`src/rtl/dsm_pkg.sv`:
```
// dsm_pkg - shared definitions for the DSM result uploader.
//   dsm_state_e      : uploader FSM states (IDLE / LOAD / SEND)
//   FRAME_LEN_CSUM   : frame length in bytes with checksum byte
//   FRAME_LEN_PLAIN  : frame length in bytes without checksum byte
//   HEADER_DEFAULT   : default first byte of every frame
//   MEAS_W           : width of one high/low measurement count
package dsm_pkg;

  typedef enum logic [1:0] {
    ST_IDLE = 2'd0,
    ST_LOAD = 2'd1,
    ST_SEND = 2'd2
  } dsm_state_e;

  localparam int         FRAME_LEN_CSUM  = 7;
  localparam int         FRAME_LEN_PLAIN = 6;
  localparam logic [7:0] HEADER_DEFAULT  = 8'hAA;
  localparam int         MEAS_W          = 16;

endpackage

```
`src/rtl/dsm_result_uploader_if.sv`:
```
// dsm_result_uploader_if - byte-stream upload bus with valid/ready handshake.
//   data_out   : current frame byte (driven by master)
//   data_valid : data_out holds a valid byte (driven by master)
//   data_ready : downstream accepts the byte (driven by slave)
// A byte transfers on a clock edge where data_valid & data_ready.
interface dsm_result_uploader_if;

  logic [7:0] data_out;
  logic       data_valid;
  logic       data_ready;

  modport master (
    output data_out,
    output data_valid,
    input  data_ready
  );

  modport slave (
    input  data_out,
    input  data_valid,
    output data_ready
  );

endinterface

```
`src/rtl/dsm_rr_arbiter.sv`:
```
// dsm_rr_arbiter - combinational round-robin arbiter.
//   req_i       : request vector (one bit per channel)
//   start_i     : channel index searched first (the one after the last grant)
//   grant_o     : one-hot grant, all zero when no request
//   grant_idx_o : index of the granted channel (0 when no request)
module dsm_rr_arbiter #(
  parameter int N  = 8,
  parameter int IW = (N > 1) ? $clog2(N) : 1
) (
  input  logic [N-1:0]  req_i,
  input  logic [IW-1:0] start_i,
  output logic [N-1:0]  grant_o,
  output logic [IW-1:0] grant_idx_o
);

  always_comb begin
    int  idx;
    logic found;
    grant_o     = '0;
    grant_idx_o = '0;
    found       = 1'b0;
    idx         = 0;
    for (int k = 0; k < N; k++) begin
      // start_i is always < N, so one wrap subtraction is enough
      idx = int'(start_i) + k;
      if (idx >= N) idx = idx - N;
      if (!found && req_i[idx]) begin
        found        = 1'b1;
        grant_o[idx] = 1'b1;
        grant_idx_o  = IW'(idx);
      end
    end
  end

endmodule

```
`src/rtl/dsm_result_uploader.sv`:
```
// dsm_result_uploader - captures per-channel DSM measurement results and
// uploads them as byte frames over a valid/ready stream.
//   clk, rst       : single clock, asynchronous active-high reset
//   high_time      : per-channel high counts, 16 bits per channel packed
//   low_time       : per-channel low counts, packed like high_time
//   measure_done   : per-channel completion levels (rising edge = new result)
//   up (master)    : data_out / data_valid / data_ready upload bus
//   busy           : a frame is being loaded or sent
//   overrun_cnt    : saturating count of results overwritten before upload
// Frame: HEADER_BYTE, channel, high[15:8], high[7:0], low[15:8], low[7:0]
// and, when DSM_UPLOAD_CHECKSUM_EN is defined, a checksum byte equal to the
// mod-256 sum of bytes 1..5.
//
// state   | meaning
// IDLE    | waiting for any pending result
// LOAD    | one cycle: pick channel round-robin, copy snapshot to tx buffer
// SEND    | present frame bytes, advance on data_valid & data_ready
module dsm_result_uploader
  import dsm_pkg::*;
#(
  parameter int         NUM_CHANNELS = 8,
  parameter logic [7:0] HEADER_BYTE  = HEADER_DEFAULT
) (
  input  logic                           clk,
  input  logic                           rst,
  input  logic [NUM_CHANNELS*MEAS_W-1:0] high_time,
  input  logic [NUM_CHANNELS*MEAS_W-1:0] low_time,
  input  logic [NUM_CHANNELS-1:0]        measure_done,
  dsm_result_uploader_if.master          up,
  output logic                           busy,
  output logic [7:0]                     overrun_cnt
);

  localparam int IW = $clog2(NUM_CHANNELS);
`ifdef DSM_UPLOAD_CHECKSUM_EN
  localparam int FRAME_LEN = FRAME_LEN_CSUM;
`else
  localparam int FRAME_LEN = FRAME_LEN_PLAIN;
`endif

  logic [NUM_CHANNELS-1:0] done_q;
  logic [NUM_CHANNELS-1:0] pending_q;
  logic [NUM_CHANNELS-1:0] edge_w;
  logic [NUM_CHANNELS-1:0] lost_w;
  logic                    armed_q;
  logic [MEAS_W-1:0]       snap_hi_q [NUM_CHANNELS];
  logic [MEAS_W-1:0]       snap_lo_q [NUM_CHANNELS];
  logic [7:0]              overrun_q;
  logic [7:0]              overrun_d;
  logic [4:0]              lost_cnt;
  logic [8:0]              ovr_sum;

  dsm_state_e              state_q;
  logic [IW-1:0]           rr_ptr_q;
  logic [IW-1:0]           tx_ch_q;
  logic [MEAS_W-1:0]       tx_hi_q;
  logic [MEAS_W-1:0]       tx_lo_q;
  logic [2:0]              byte_idx_q;
  logic [2:0]              byte_idx_nxt;
  logic [7:0]              data_out_q;
  logic                    data_valid_q;
  logic                    busy_q;
  logic [7:0]              next_byte;
  logic [7:0]              ch_byte;

  logic [NUM_CHANNELS-1:0] grant_w;
  logic [IW-1:0]           grant_idx_w;
  logic                    load_w;

  assign load_w = (state_q == ST_LOAD);

  // done_q is zero during reset; armed_q masks the first cycle after release
  // so that a level already high only gets sampled, never seen as an edge.
  assign edge_w = measure_done & ~done_q & {NUM_CHANNELS{armed_q}};

  // A same-cycle edge on the LOAD winner is not a loss: the old result goes
  // to the tx buffer and the new one stays pending.
  assign lost_w = edge_w & pending_q & ~(load_w ? grant_w : '0);

  always_comb begin
    lost_cnt = '0;
    for (int i = 0; i < NUM_CHANNELS; i++) begin
      lost_cnt = lost_cnt + 5'(lost_w[i]);
    end
    ovr_sum   = {1'b0, overrun_q} + {4'b0, lost_cnt};
    overrun_d = ovr_sum[8] ? 8'hFF : ovr_sum[7:0];
  end

  dsm_rr_arbiter #(
    .N  (NUM_CHANNELS),
    .IW (IW)
  ) u_arb (
    .req_i       (pending_q),
    .start_i     (rr_ptr_q),
    .grant_o     (grant_w),
    .grant_idx_o (grant_idx_w)
  );

  // Capture: snapshot on edge; the set wins over a LOAD clear.
  always_ff @(posedge clk or posedge rst) begin
    if (rst) begin
      done_q    <= '0;
      armed_q   <= 1'b0;
      pending_q <= '0;
      overrun_q <= '0;
      for (int i = 0; i < NUM_CHANNELS; i++) begin
        snap_hi_q[i] <= '0;
        snap_lo_q[i] <= '0;
      end
    end else begin
      armed_q   <= 1'b1;
      done_q    <= measure_done;
      overrun_q <= overrun_d;
      for (int i = 0; i < NUM_CHANNELS; i++) begin
        if (edge_w[i]) begin
          snap_hi_q[i] <= high_time[i*MEAS_W +: MEAS_W];
          snap_lo_q[i] <= low_time[i*MEAS_W +: MEAS_W];
          pending_q[i] <= 1'b1;
        end else if (load_w && grant_w[i]) begin
          pending_q[i] <= 1'b0;
        end
      end
    end
  end

  assign ch_byte      = {{(8 - IW){1'b0}}, tx_ch_q};
  assign byte_idx_nxt = byte_idx_q + 3'd1;

  always_comb begin
    next_byte = 8'h00;
    case (byte_idx_nxt)
      3'd1: next_byte = ch_byte;
      3'd2: next_byte = tx_hi_q[15:8];
      3'd3: next_byte = tx_hi_q[7:0];
      3'd4: next_byte = tx_lo_q[15:8];
      3'd5: next_byte = tx_lo_q[7:0];
`ifdef DSM_UPLOAD_CHECKSUM_EN
      3'd6: next_byte = ch_byte + tx_hi_q[15:8] + tx_hi_q[7:0]
                      + tx_lo_q[15:8] + tx_lo_q[7:0];
`endif
      default: next_byte = 8'h00;
    endcase
  end

  always_ff @(posedge clk or posedge rst) begin
    if (rst) begin
      state_q      <= ST_IDLE;
      rr_ptr_q     <= '0;
      tx_ch_q      <= '0;
      tx_hi_q      <= '0;
      tx_lo_q      <= '0;
      byte_idx_q   <= '0;
      data_out_q   <= '0;
      data_valid_q <= 1'b0;
      busy_q       <= 1'b0;
    end else begin
      case (state_q)
        ST_IDLE: begin
          if (|pending_q) begin
            state_q <= ST_LOAD;
            busy_q  <= 1'b1;
          end
        end
        ST_LOAD: begin
          // snapshot read here is the pre-edge value, so a colliding
          // capture lands in the snapshot while the old result is sent
          tx_ch_q      <= grant_idx_w;
          tx_hi_q      <= snap_hi_q[grant_idx_w];
          tx_lo_q      <= snap_lo_q[grant_idx_w];
          rr_ptr_q     <= (grant_idx_w == IW'(NUM_CHANNELS - 1)) ? '0
                                                                 : grant_idx_w + 1'b1;
          byte_idx_q   <= '0;
          data_out_q   <= HEADER_BYTE;
          data_valid_q <= 1'b1;
          state_q      <= ST_SEND;
        end
        ST_SEND: begin
          if (data_valid_q && up.data_ready) begin
            if (byte_idx_q == 3'(FRAME_LEN - 1)) begin
              state_q      <= ST_IDLE;
              data_valid_q <= 1'b0;
              busy_q       <= 1'b0;
              data_out_q   <= '0;
            end else begin
              byte_idx_q <= byte_idx_nxt;
              data_out_q <= next_byte;
            end
          end
        end
        default: begin
          state_q      <= ST_IDLE;
          data_valid_q <= 1'b0;
          busy_q       <= 1'b0;
        end
      endcase
    end
  end

  assign up.data_out   = data_out_q;
  assign up.data_valid = data_valid_q;
  assign busy          = busy_q;
  assign overrun_cnt   = overrun_q;

endmodule
```
`src/flat_wrapper.sv`:
```
// flat-port wrapper written by rule: the top's interface ports become plain ports
module dsm_result_uploader_flat import dsm_pkg::*;
#(
  parameter int         NUM_CHANNELS = 8,
  parameter logic [7:0] HEADER_BYTE  = HEADER_DEFAULT
)
  (clk, rst, high_time, low_time, measure_done, busy, overrun_cnt, up_data_out, up_data_valid, up_data_ready);
  dsm_result_uploader_if up_i ();
  input  logic clk;
  input  logic rst;
  input  logic [NUM_CHANNELS*MEAS_W-1:0] high_time;
  input  logic [NUM_CHANNELS*MEAS_W-1:0] low_time;
  input  logic [NUM_CHANNELS-1:0] measure_done;
  output logic busy;
  output logic [7:0] overrun_cnt;
  output wire logic [$bits(up_i.data_out)-1:0] up_data_out;
  output wire logic [$bits(up_i.data_valid)-1:0] up_data_valid;
  input wire logic [$bits(up_i.data_ready)-1:0] up_data_ready;
  assign up_data_out = up_i.data_out;
  assign up_data_valid = up_i.data_valid;
  assign up_i.data_ready = up_data_ready;
  dsm_result_uploader #(.NUM_CHANNELS(NUM_CHANNELS), .HEADER_BYTE(HEADER_BYTE)) u_core (.clk(clk), .rst(rst), .high_time(high_time), .low_time(low_time), .measure_done(measure_done), .up(up_i), .busy(busy), .overrun_cnt(overrun_cnt));
endmodule
```
`config.mk`:
```
export PLATFORM = sky130hd
export DESIGN_NAME = dsm_result_uploader_flat
export DESIGN_NICKNAME = d
export VERILOG_FILES = /design/src/rtl/dsm_pkg.sv /design/src/rtl/dsm_result_uploader_if.sv /design/src/rtl/dsm_rr_arbiter.sv /design/src/rtl/dsm_result_uploader.sv /design/src/flat_wrapper.sv
export SDC_FILE = /design/constraint.sdc
export NUM_CORES = 1
export LEC_CHECK = 0
export CAP_MARGIN = 15
export CORE_ASPECT_RATIO = 1.25
export CORE_MARGIN = 2
export CORE_UTILIZATION = 50
export CTS_BUF_LIST = sky130_fd_sc_hd__clkbuf_8
export DETAILED_ROUTE_END_ITERATION = 6
export PLACE_DENSITY = 0.79
export SYNTH_ARGS = -nofsm -noshare
export SYNTH_HDL_FRONTEND = slang
export SYNTH_SLANG_ARGS = --single-unit
```
`constraint.sdc`:
```
create_clock -name clk -period 12.4 [get_ports clk]
set_input_delay 2.48 -clock clk [delete_from_list [all_inputs] [get_ports clk]]
set_output_delay 2.48 -clock clk [all_outputs]
set_load 0.005 [all_outputs]
```
==> impl_metrics.csv, run 1 <==
group,metric,value,unit
yosys,netlist_area,16800,um^2
placement,dp_hpwl,34.8,mm
global_route,grt_pass1_wl,75.6,mm
power,vdd_drop_max,0.144,mV
run_status,status,"complete, no violations",
placement,routabilityCongestion,0.850,
worst_setup_path,crit_arrival,8560,ps
yosys,synth_compound_area_share,13.8,%
power,p_leak,0.00876,uW
worst_hold_path,min-delay-path-class,"register to register",
run,cap_violations,0,
global_route,grt_overflow_total,0,
yosys,syn_nets,1638,
routing,drt_iter0_drc,715,
finish,final_util,63.7,%
yosys,synth-edff-count,0,
floorplan,fp.dieW,168,um
finish,final_common_cell,"dfrtp_1",
yosys,yosys.area_share.simple,7.24,%
worst_hold_path,min_to,"u_core.tx_ch_q[2]",
worst_setup_path,reg2reg_to,"u_core.overrun_cnt[5]",
finish,postLayoutCellArea,20900,um^2
yosys,synthTopCellsByArea,"dfrtp_1, mux2_2, mux2i_1",
placement,portBuffers,284,
worst_setup_path,crit_type,"register to register",
yosys,yosys.area.top_type_share,49.9,%
clocking,cts_resized,0,
worst_setup_path,end_kind,"register",
floorplan,start_util,51.0,%
worst_setup_path,reg2reg_depth,28,
yosys,ys_seq_area_share,49.9,%
sta,fmax,124,MHz
routing,drc,0,
sta,worstMarginPinSlew,976,ps
clocking,cts_root_buf,"clkbuf_8",
yosys,synthCells,1342,
yosys,ys_ff_latch,334,
yosys,ys.flop_type,"dfrtp_1",
worst_hold_path,hold_start,"u_core.tx_ch_q[2]",
yosys,synthMuxAreaShare,22.6,%
sta,setup_tns,0,ps
routing,via_count,12400,
sta,slew_headroom,34.9,%
yosys,synth-adder-area-share,2.39,%
finish,layout-drive-gt1-share,27.7,%
floorplan,die_h,209,um
yosys,synth_top_family_by_area,"multiplexers",
finish,layout.nets,1903,
floorplan,io_pins,285,
clocking,cts_sinks,334,
yosys,ys_warn_count,0,
finish,layout_common_cells,"dfrtp_1, clkdlybuf4s50_1, mux2_2",
worst_setup_path,critPathMaxFanout,27,
finish,area_growth,25.0,%
yosys,syn_avg_cell_area,12.5,um^2
clocking,cts_hold_buf,0,
placement,dpl_cell_area,19800,um^2
worst_setup_path,cp_slowest_cell,"ha_1",
worst_setup_path,critPathLaunchType,"register",
clocking,numCtsBuffers,52,
sta,skew,35.7,ps
global_route,antenna_found_initial,3,
floorplan,die-area,35000,um^2
clocking,cts_tree,"done",
worst_setup_path,regToRegSetupSlack,4320,ps
clocking,clk_pin_slew,70,ps
global_route,grt_max_degree,103,
yosys,yosys.area.top_type,"dfrtp_1",
clocking,clockBufferDepth,3,
worst_setup_path,cp.required,12880,ps
sta,maxSlewViolCount,0,
sta,hold_slack,482,ps
sta,hold_viol_final,0,
clocking,post_cts_buffers,0,
floorplan,num_rows,74,
clocking,clk_latency,620,ps
power,powerDensity,250,nW/um^2
sta,rsz0062_at_grt,"no",
clocking,htreeDepth,2,
power,p_total,5240,uW
sta,min_period,8080,ps
floorplan,core_region_area,32900,um^2
yosys,synth_xor_area_share,0.403,%
global_route,gr-usage-all-layers,28.1,%
routing,wirelength,49.1,mm
yosys,async_flop_share,100,%
routing,routed_via_density,5.99,
worst_hold_path,min_path_cells,2,
sta,period_share,65.2,%
routing,firstDrtPassIters,6,
routing,ant_nets,0,
sta,setup_viol,0,
routing,routedWlPerCell,23.7,um
worst_setup_path,rr_startpoint,"u_core.rr_ptr_q[0]",
worst_setup_path,critPathMaxStageDelay,880,ps
global_route,grt_pass1_vias,12900,
yosys,synthDistinctLibCells,69,
kinds of logic (layout without fill, tap and decap cells):
kind of cell,after synthesis,count (layout)
adders and majority gates,29,29
other,1,4
xor gates and xnor gates,6,6
muxes,332,332
and+or+nand+nor,242,242
buffers and inverters,122,427
AOI/OAI and AO/OA,276,276
DFF,334,334
registers in the layout, summed over array words and instances (netlist names):
register and flops:
u_core.byte_idx_q 3, u_core.tx_ch_q 3, u_core.busy 1, u_core.snap_hi_q 128
u_core.done_q 8, u_core.up.data_out 8, u_core.state_q 2, u_core.snap_lo_q 128
u_core.rr_ptr_q 3, u_core.overrun_cnt 8, u_core.tx_hi_q 16, u_core.armed_q 1
u_core.tx_lo_q 16, u_core.up.data_valid 1, u_core.pending_q 8
layer usage:
metal	routed length [um]	vias to the layer above	GRT usage, %	part of all wire, %
met1	19800	6385	35.6	40
li1	-	5514	-	-
met2	25300	401	49.1	52
met4	1450	2	9.51	2.9
met5	13	-	0	0.026
met3	2440	84	4.64	5.0
per-stage QoR:
step / instances / setup slack, ps
6_report: 2068 / 4320
5_1_grt: 2067 / 3840
4_1_cts: 2064 / 4350
3_5_place_dp: 1970 / 4380
3_3_place_gp: 1970 / 4540
2_1_floorplan: 1342 / 667
report_power, final:
| part | leakage [uW] | total (uW) | internal, uW | switching [uW] |
|---|---|---|---|---|
| logic | 0.00418 | 2720 | 1070 | 1650 |
| registers | 0.00396 | 1570 | 1350 | 211 |
| clock network | 0.000616 | 956 | 514 | 442 |
| total | 0.00876 | 5240 | 2940 | 2300 |
critical path, delay by kind of cell (launching register included):
| family | cells | cell delay [ps] |
|---|---|---|
| buffers and inverters | 6 | 960 |
| AOI/OAI and AO/OA | 5 | 1040 |
| muxes | 4 | 1390 |
| DFF | 1 | 320 |
| xor gates and xnor gates | 1 | 190 |
| adders and majority gates | 7 | 3320 |
| and+or+nand+nor | 5 | 720 |
worst max path at each step:
stage,start,end,cells after the start
2_1_floorplan,rst,u_core.armed_q,1
3_3_place_gp,u_core.rr_ptr_q[0],u_core.overrun_cnt[5],28
3_5_place_dp,u_core.rr_ptr_q[0],u_core.overrun_cnt[5],28
4_1_cts,u_core.rr_ptr_q[0],u_core.overrun_cnt[5],28
5_1_grt,u_core.rr_ptr_q[0],u_core.overrun_cnt[5],28
6_report,u_core.rr_ptr_q[0],u_core.overrun_cnt[5],28
cell type report:
cell class / count / area [um^2]
fill: 2536 / 11900
sequential: 334 / 8360
multi-input combinational: 886 / 7840
timing repair buffer: 306 / 3030
clock buffer: 65 / 895
tap: 418 / 523
clock inverter: 29 / 184
inverter: 27 / 114
antenna: 3 / 7.51
synth_stat cells (3+ instances only):
cell type	instances
a21o_1	3
nand2b_1	5
nor2_1	19
clkbuf_1	60
nand3b_1	9
buf_6	11
o21ai_0	70
a221oi_2	30
o211a_1	30
buf_2	13
o221ai_1	4
a221oi_1	4
o221ai_2	28
o211ai_1	4
nand3_1	101
a22oi_1	5
or2_2	4
dfrtp_1	334
mux4_2	10
nor2b_1	11
buf_1	4
inv_1	24
a21oi_1	65
a222oi_1	6
a31oi_1	5
o31ai_1	3
buf_4	4
fa_1	5
mux2_2	262
ha_1	24
and4_1	3
xnor2_1	3
nand2_1	73
and2_1	3
mux2i_1	56
Note: power is estimated with default switching activity, not from simulation.
==> run 2: changes to the inputs <==
==> constraint.sdc (replaced) <==
create_clock -name clk -period 7.3 [get_ports clk]
set_input_delay 1.46 -clock clk [delete_from_list [all_inputs] [get_ports clk]]
set_output_delay 1.46 -clock clk [all_outputs]
set_load 0.005 [all_outputs]
==> run 2 against run 1 <==
Effect of this change: via count increased by 1.1%; sequential share of layout area decreased by 0.21 points; setup slack worse by 4000 ps; wire length increased by 1.8%; cell area increased by 0.52%; clock power increased by 73%; flip-flop and latch count stayed put; die area unchanged; critical path depth shrank 1; final cell count grew 0.73%; critical endpoint unchanged; highest routed layer is now met4.
==> impl_metrics.csv, run 2 (synthesis gave the netlist of run 1 again) <==
group,metric,value,unit
clocking,clockBufferDepth,3,
clocking,cts_root_buf,"clkbuf_8",
sta,hold_slack,482,ps
floorplan,die_h,209,um
clocking,numCtsBuffers,54,
worst_hold_path,min_path_cells,2,
worst_setup_path,crit_type,"register to register",
floorplan,core_region_area,32900,um^2
worst_setup_path,critPathLaunchType,"register",
global_route,grt_pass1_vias,13100,
worst_setup_path,cp_top_family,"adder cells",
power,p_leak,0.00884,uW
worst_setup_path,reg2reg_depth,27,
global_route,gr-usage-all-layers,28.5,%
power,vdd_drop_max,0.378,mV
floorplan,start_util,51.0,%
sta,setup_viol,0,
global_route,use_met3,4.38,%
routing,drc,0,
finish,layout_common_cells,"dfrtp_1, clkdlybuf4s50_1, mux2_2",
finish,layout-drive-gt1-share,28.1,%
run,cap_violations,0,
clocking,post_cts_buffers,0,
worst_setup_path,critPathMaxStageDelay,660,ps
placement,dpl_cell_area,19900,um^2
placement,dp_hpwl,35.5,mm
floorplan,num_rows,74,
worst_setup_path,regToRegSetupSlack,360,ps
sta,worstMarginPinSlew,1040,ps
worst_setup_path,cp.required,7780,ps
routing,firstDrtPassIters,7,
clocking,cts_tree,"done",
worst_setup_path,end_kind,"register",
floorplan,io_pins,285,
finish,layout.nets,1915,
clocking,clk_latency,620,ps
placement,routabilityCongestion,0.858,
global_route,grt-busiest-layer,"met2",
routing,via_count,12500,
placement,portBuffers,284,
routing,ant_nets,0,
global_route,grt_pass1_wl,76.5,mm
sta,rsz0062_at_grt,"no",
sta,setup_tns,0,ps
clocking,cts_sinks,334,
worst_setup_path,cp.depth,27,
floorplan,fp.dieW,168,um
worst_hold_path,min-delay-path-class,"register to register",
routing,routed_via_density,6.01,
sta,slew_headroom,30.2,%
worst_setup_path,critPathMaxFanout,8,
sta,period_share,95.0,%
routing,drt_iter0_drc,799,
clocking,cts_hold_buf,0,
global_route,met1_usage,36.7,%
finish,postLayoutCellArea,21100,um^2
routing,wirelength,50.0,mm
sta,hold_viol_final,0,
finish,final_common_cell,"dfrtp_1",
global_route,grt_overflow_total,0,
worst_setup_path,path_buf_inv,5,
power,powerDensity,429,nW/um^2
sta,skew,30.0,ps
finish,area_growth,25.6,%
placement,dp_slack,396,ps
finish,reg_top3,"u_core.snap_hi_q (128), u_core.snap_lo_q (128)",
clocking,cts_resized,0,
sta,maxSlewViolCount,0,
clocking,clk_pin_slew,60,ps
worst_setup_path,cp_slowest_cell,"mux4_2",
clocking,htreeDepth,2,
sta,timing.final.ws_setup,365,ps
finish,nFillCells,2538,
global_route,grt_use_met2,48.4,%
global_route,grt_max_degree,136,
routing,routedWlPerCell,24.0,um
worst_setup_path,crit_arrival,7410,ps
sta,fmax,144,MHz
run_status,status,"complete, no violations",
sta,min_period,6940,ps
floorplan,die-area,35000,um^2
global_route,antenna_found_initial,6,
run 2: path summary, 6_finish.rpt:
kind	start	end
worst min register to register	u_core.tx_ch_q[0]	u_core.tx_ch_q[0]
worst max register to register	u_core.rr_ptr_q[0]	u_core.overrun_cnt[5]
min in group asynchronous	rst	u_core.snap_hi_q[100]
max in group asynchronous	rst	u_core.snap_lo_q[41]
worst max-delay path	u_core.rr_ptr_q[0]	u_core.overrun_cnt[5]
worst min-delay path	u_core.tx_ch_q[0]	u_core.tx_ch_q[0]
run 2: through the flow:
stage / total power, uW / std cells / utilization (%)
3_3_place_gp: 7280 / 1981 / 60.6
4_1_cts: 9040 / 2077 / 64.0
6_report: 9030 / 2083 / 64.1
2_1_floorplan: 5970 / 1342 / -
5_1_grt: 9500 / 2083 / 64.1
3_5_place_dp: 7360 / 1981 / 60.6
run 2: worst register-to-register path: stages, from the launching register on:
cell and delay [ps]:
dfrtp_1 380, clkinv_1 90, ha_1 390, mux4_2 660, mux2i_4 360, nand3_1 290
nor3_4 280, a221oi_1 120, o21ai_0 160, mux2i_1 120, o21ai_0 250, nor2_1 80
ha_1 270, inv_1 50, fa_1 540, inv_1 60, fa_1 500, fa_1 450
inv_1 80, fa_1 450, inv_1 80, ha_1 220, a21o_1 160, a21oi_1 190
nor2b_1 80, o21ai_0 270, xor2_1 170, nand2_1 70
run 2: area by class of cell:
type	count	area (um^2)	area share, %
repair buffers	316	3100	14.7
inverters	27	110	0.523
diodes	6	15.0	0.0713
multi-input cells	886	7840	37.3
well taps	418	523	2.48
clock inverters	31	215	1.02
flip-flops and latches	334	8360	39.7
clock buffers	65	895	4.25
run 2: report_power, final:
part           switching (uW)  internal [uW]  leakage (uW)
clock                     740            911      0.000645
combinational            2900           1860       0.00423
sequential                325           2300       0.00396
total                    3960           5070       0.00884
run 2: routing by layer:
layer	routed length, um	share of wire [%]
met1	20100	40
met2	25200	51
met3	2800	5.6
met4	1800	3.6
met5	0	0
==> run 3: changes to the inputs <==
--- a/config.mk
+++ b/config.mk
@@ -6,12 +6,14 @@
 export NUM_CORES = 1
 export LEC_CHECK = 0
 export CAP_MARGIN = 15
+export CELL_PAD_IN_SITES_DETAIL_PLACEMENT = 2
+export CELL_PAD_IN_SITES_GLOBAL_PLACEMENT = 2
 export CORE_ASPECT_RATIO = 1.25
 export CORE_MARGIN = 2
-export CORE_UTILIZATION = 50
+export CORE_UTILIZATION = 34
 export CTS_BUF_LIST = sky130_fd_sc_hd__clkbuf_8
 export DETAILED_ROUTE_END_ITERATION = 6
-export PLACE_DENSITY = 0.79
+export PLACE_DENSITY_LB_ADDON = 0.1
 export SYNTH_ARGS = -nofsm -noshare
 export SYNTH_HDL_FRONTEND = slang
 export SYNTH_SLANG_ARGS = --single-unit
==> run 3 against run 2 <==
Effect of this change: clock-buffer cell count increased by 15; power increased by 3.1%; clock power increased by 8%; critical path depth unchanged; fmax about the same; core utilization decreased by 20 points; critical endpoint unchanged; cell area increased by 1.9%; worst hold slack improved by 1.3 ps.
==> impl_metrics.csv, run 3 (synthesis gave the netlist of run 1 again) <==
group,metric,value,unit
run_status,status,"complete, no violations",
worst_hold_path,min-delay-path-class,"register to register",
finish,reg_top3,"u_core.snap_hi_q (128), u_core.snap_lo_q (128)",
floorplan,core_region_area,48500,um^2
run,cap_violations,0,
sta,period_share,95.0,%
power,p_total,9310,uW
power,power_frac_comb,52.5,%
sta,fmax,144,MHz
global_route,grt_max_degree,170,
power,sequentialPowerShare,28.3,%
routing,drt_iter0_drc,500,
sta,setup_tns,0,ps
placement,portBuffers,284,
sta,min_period,6940,ps
power,power_switching,4170,uW
worst_setup_path,crit_type,"register to register",
worst_setup_path,cp_slowest_cell,"mux4_2",
power,p_leak,0.00891,uW
placement,dp_slack,162,ps
global_route,grt_overflow_total,0,
power,vdd_drop_max,0.295,mV
global_route,gr-usage-all-layers,23.2,%
placement,dp_hpwl,42.6,mm
clocking,numCtsBuffers,58,
worst_setup_path,cp.required,7840,ps
power,p_clk_share,19.2,%
floorplan,die-area,51100,um^2
floorplan,num_rows,90,
routing,routedWlPerCell,25.2,um
power,switching_share,44.8,%
sta,worstMarginPinSlew,1070,ps
sta,skew,31.4,ps
clocking,clk_latency,660,ps
worst_setup_path,end_kind,"register",
clocking,cts_root_buf,"clkbuf_8",
routing,routed_via_density,5.32,
worst_setup_path,critPathMaxStageDelay,660,ps
routing,firstDrtPassIters,4,
clocking,clk_pin_slew,60,ps
sta,hold_viol_final,0,
finish,layout-drive-gt1-share,28.7,%
finish,layout_common_cells,"dfrtp_1, clkdlybuf4s50_1, mux2_2",
clocking,htreeDepth,2,
sta,rsz0062_at_grt,"yes",
finish,final_common_cell,"dfrtp_1",
floorplan,io_pins,285,
routing,via_count,12400,
worst_setup_path,cp_top_family,"adder cells",
placement,routabilityCongestion,0.843,
sta,maxSlewViolCount,0,
finish,nFillCells,4898,
routing,drc,0,
sta,setup_viol,0,
sta,slew_headroom,28.5,%
global_route,grt_pass1_vias,14100,
worst_setup_path,critPathMaxFanout,8,
floorplan,die_h,252,um
clocking,cts_tree,"done",
clocking,clockBufferDepth,3,
worst_setup_path,crit_arrival,7470,ps
sta,timing.final.ws_setup,363,ps
clocking,cts_sinks,334,
finish,final_util,44.2,%
power,intPower,5140,uW
finish,layout.nets,1920,
power,powerDensity,434,nW/um^2
routing,wirelength,58.5,mm
worst_setup_path,path_buf_inv,5,
routing,ant_nets,0,
finish,area_growth,28.1,%
floorplan,start_util,34.5,%
floorplan,fp.dieW,203,um
clocking,cts_hold_buf,0,
global_route,antenna_found_initial,11,
global_route,grt_pass1_wl,89.0,mm
worst_setup_path,critPathLaunchType,"register",
[run 3: cell types whose count changed in the layout (fill, tap and decap cells not counted), sizes merged]
cell    before  now
buf         32   33
bufinv       3    0
clkbuf      65   80
clkinv       8    7
diode        6    4
inv         45   46
[run 3: power by group through the flow]
stage | Combinational (uW) | Sequential [uW] | Clock, uW
2_1_floorplan | 3430 | 2540 | 0
3_3_place_gp | 4920 | 2640 | 0
3_5_place_dp | 4990 | 2660 | 0
4_1_cts | 5020 | 2630 | 1860
5_1_grt | 5300 | 2690 | 1930
6_report | 4890 | 2640 | 1780
[run 3: worst paths after layout]
check	to	slack [ps]	start	depth (start not counted)
setup / recovery	u_core.overrun_cnt[5]	360	u_core.rr_ptr_q[0]	27
hold / removal	u_core.tx_ch_q[2]	480	u_core.tx_ch_q[2]	2
setup reg to reg	u_core.overrun_cnt[5]	360	u_core.rr_ptr_q[0]	27
hold reg to reg	u_core.tx_ch_q[2]	480	u_core.tx_ch_q[2]	2
max in group asynchronous	u_core.state_q[1]	4410	rst	4
min in group asynchronous	u_core.snap_hi_q[84]	1260	rst	2
[run 3: layout make-up]
cell class | instances | area (um^2) | share of cell area (%)
repair buffers | 317 | 3100 | 14.5
multi-input cells | 886 | 7850 | 36.6
clock inverters | 28 | 128 | 0.595
clock buffers | 80 | 1100 | 5.13
inverters | 27 | 110 | 0.513
diodes | 4 | 10.0 | 0.0466
flip-flops and latches | 334 | 8360 | 38.9
well taps | 644 | 806 | 3.75
[run 3: timing repair]
action / in CTS / in global routing
setup endpoints to repair: 0 / 8
gates resized for setup: 0 / 6
buffers inserted: 0 / 0
[run 3: worst min-delay path, cell delays in order (launching register included)]
cell	delay [ps]
dfrtp_1	340
nand2_1	60
nand2_1	50
[run 3: metrics by stage]
stage          instance area (um^2)  hold slack, ps  cells
6_report                      21500             483   2320
3_3_place_gp                  20200             458   2208
3_5_place_dp                  20200             464   2208
4_1_cts                       21400             483   2316
5_1_grt                       21500             514   2319
2_1_floorplan                 16800             441   1342
[run 3: metal layers]
layer  up-vias  GRT usage [%]  share of wire, %
met5         -              0              0.14
met3        97           4.28               4.0
met2       231           42.2                53
li1       5563              -                 -
met1      6446           26.7                39
met4        14           9.45               3.9
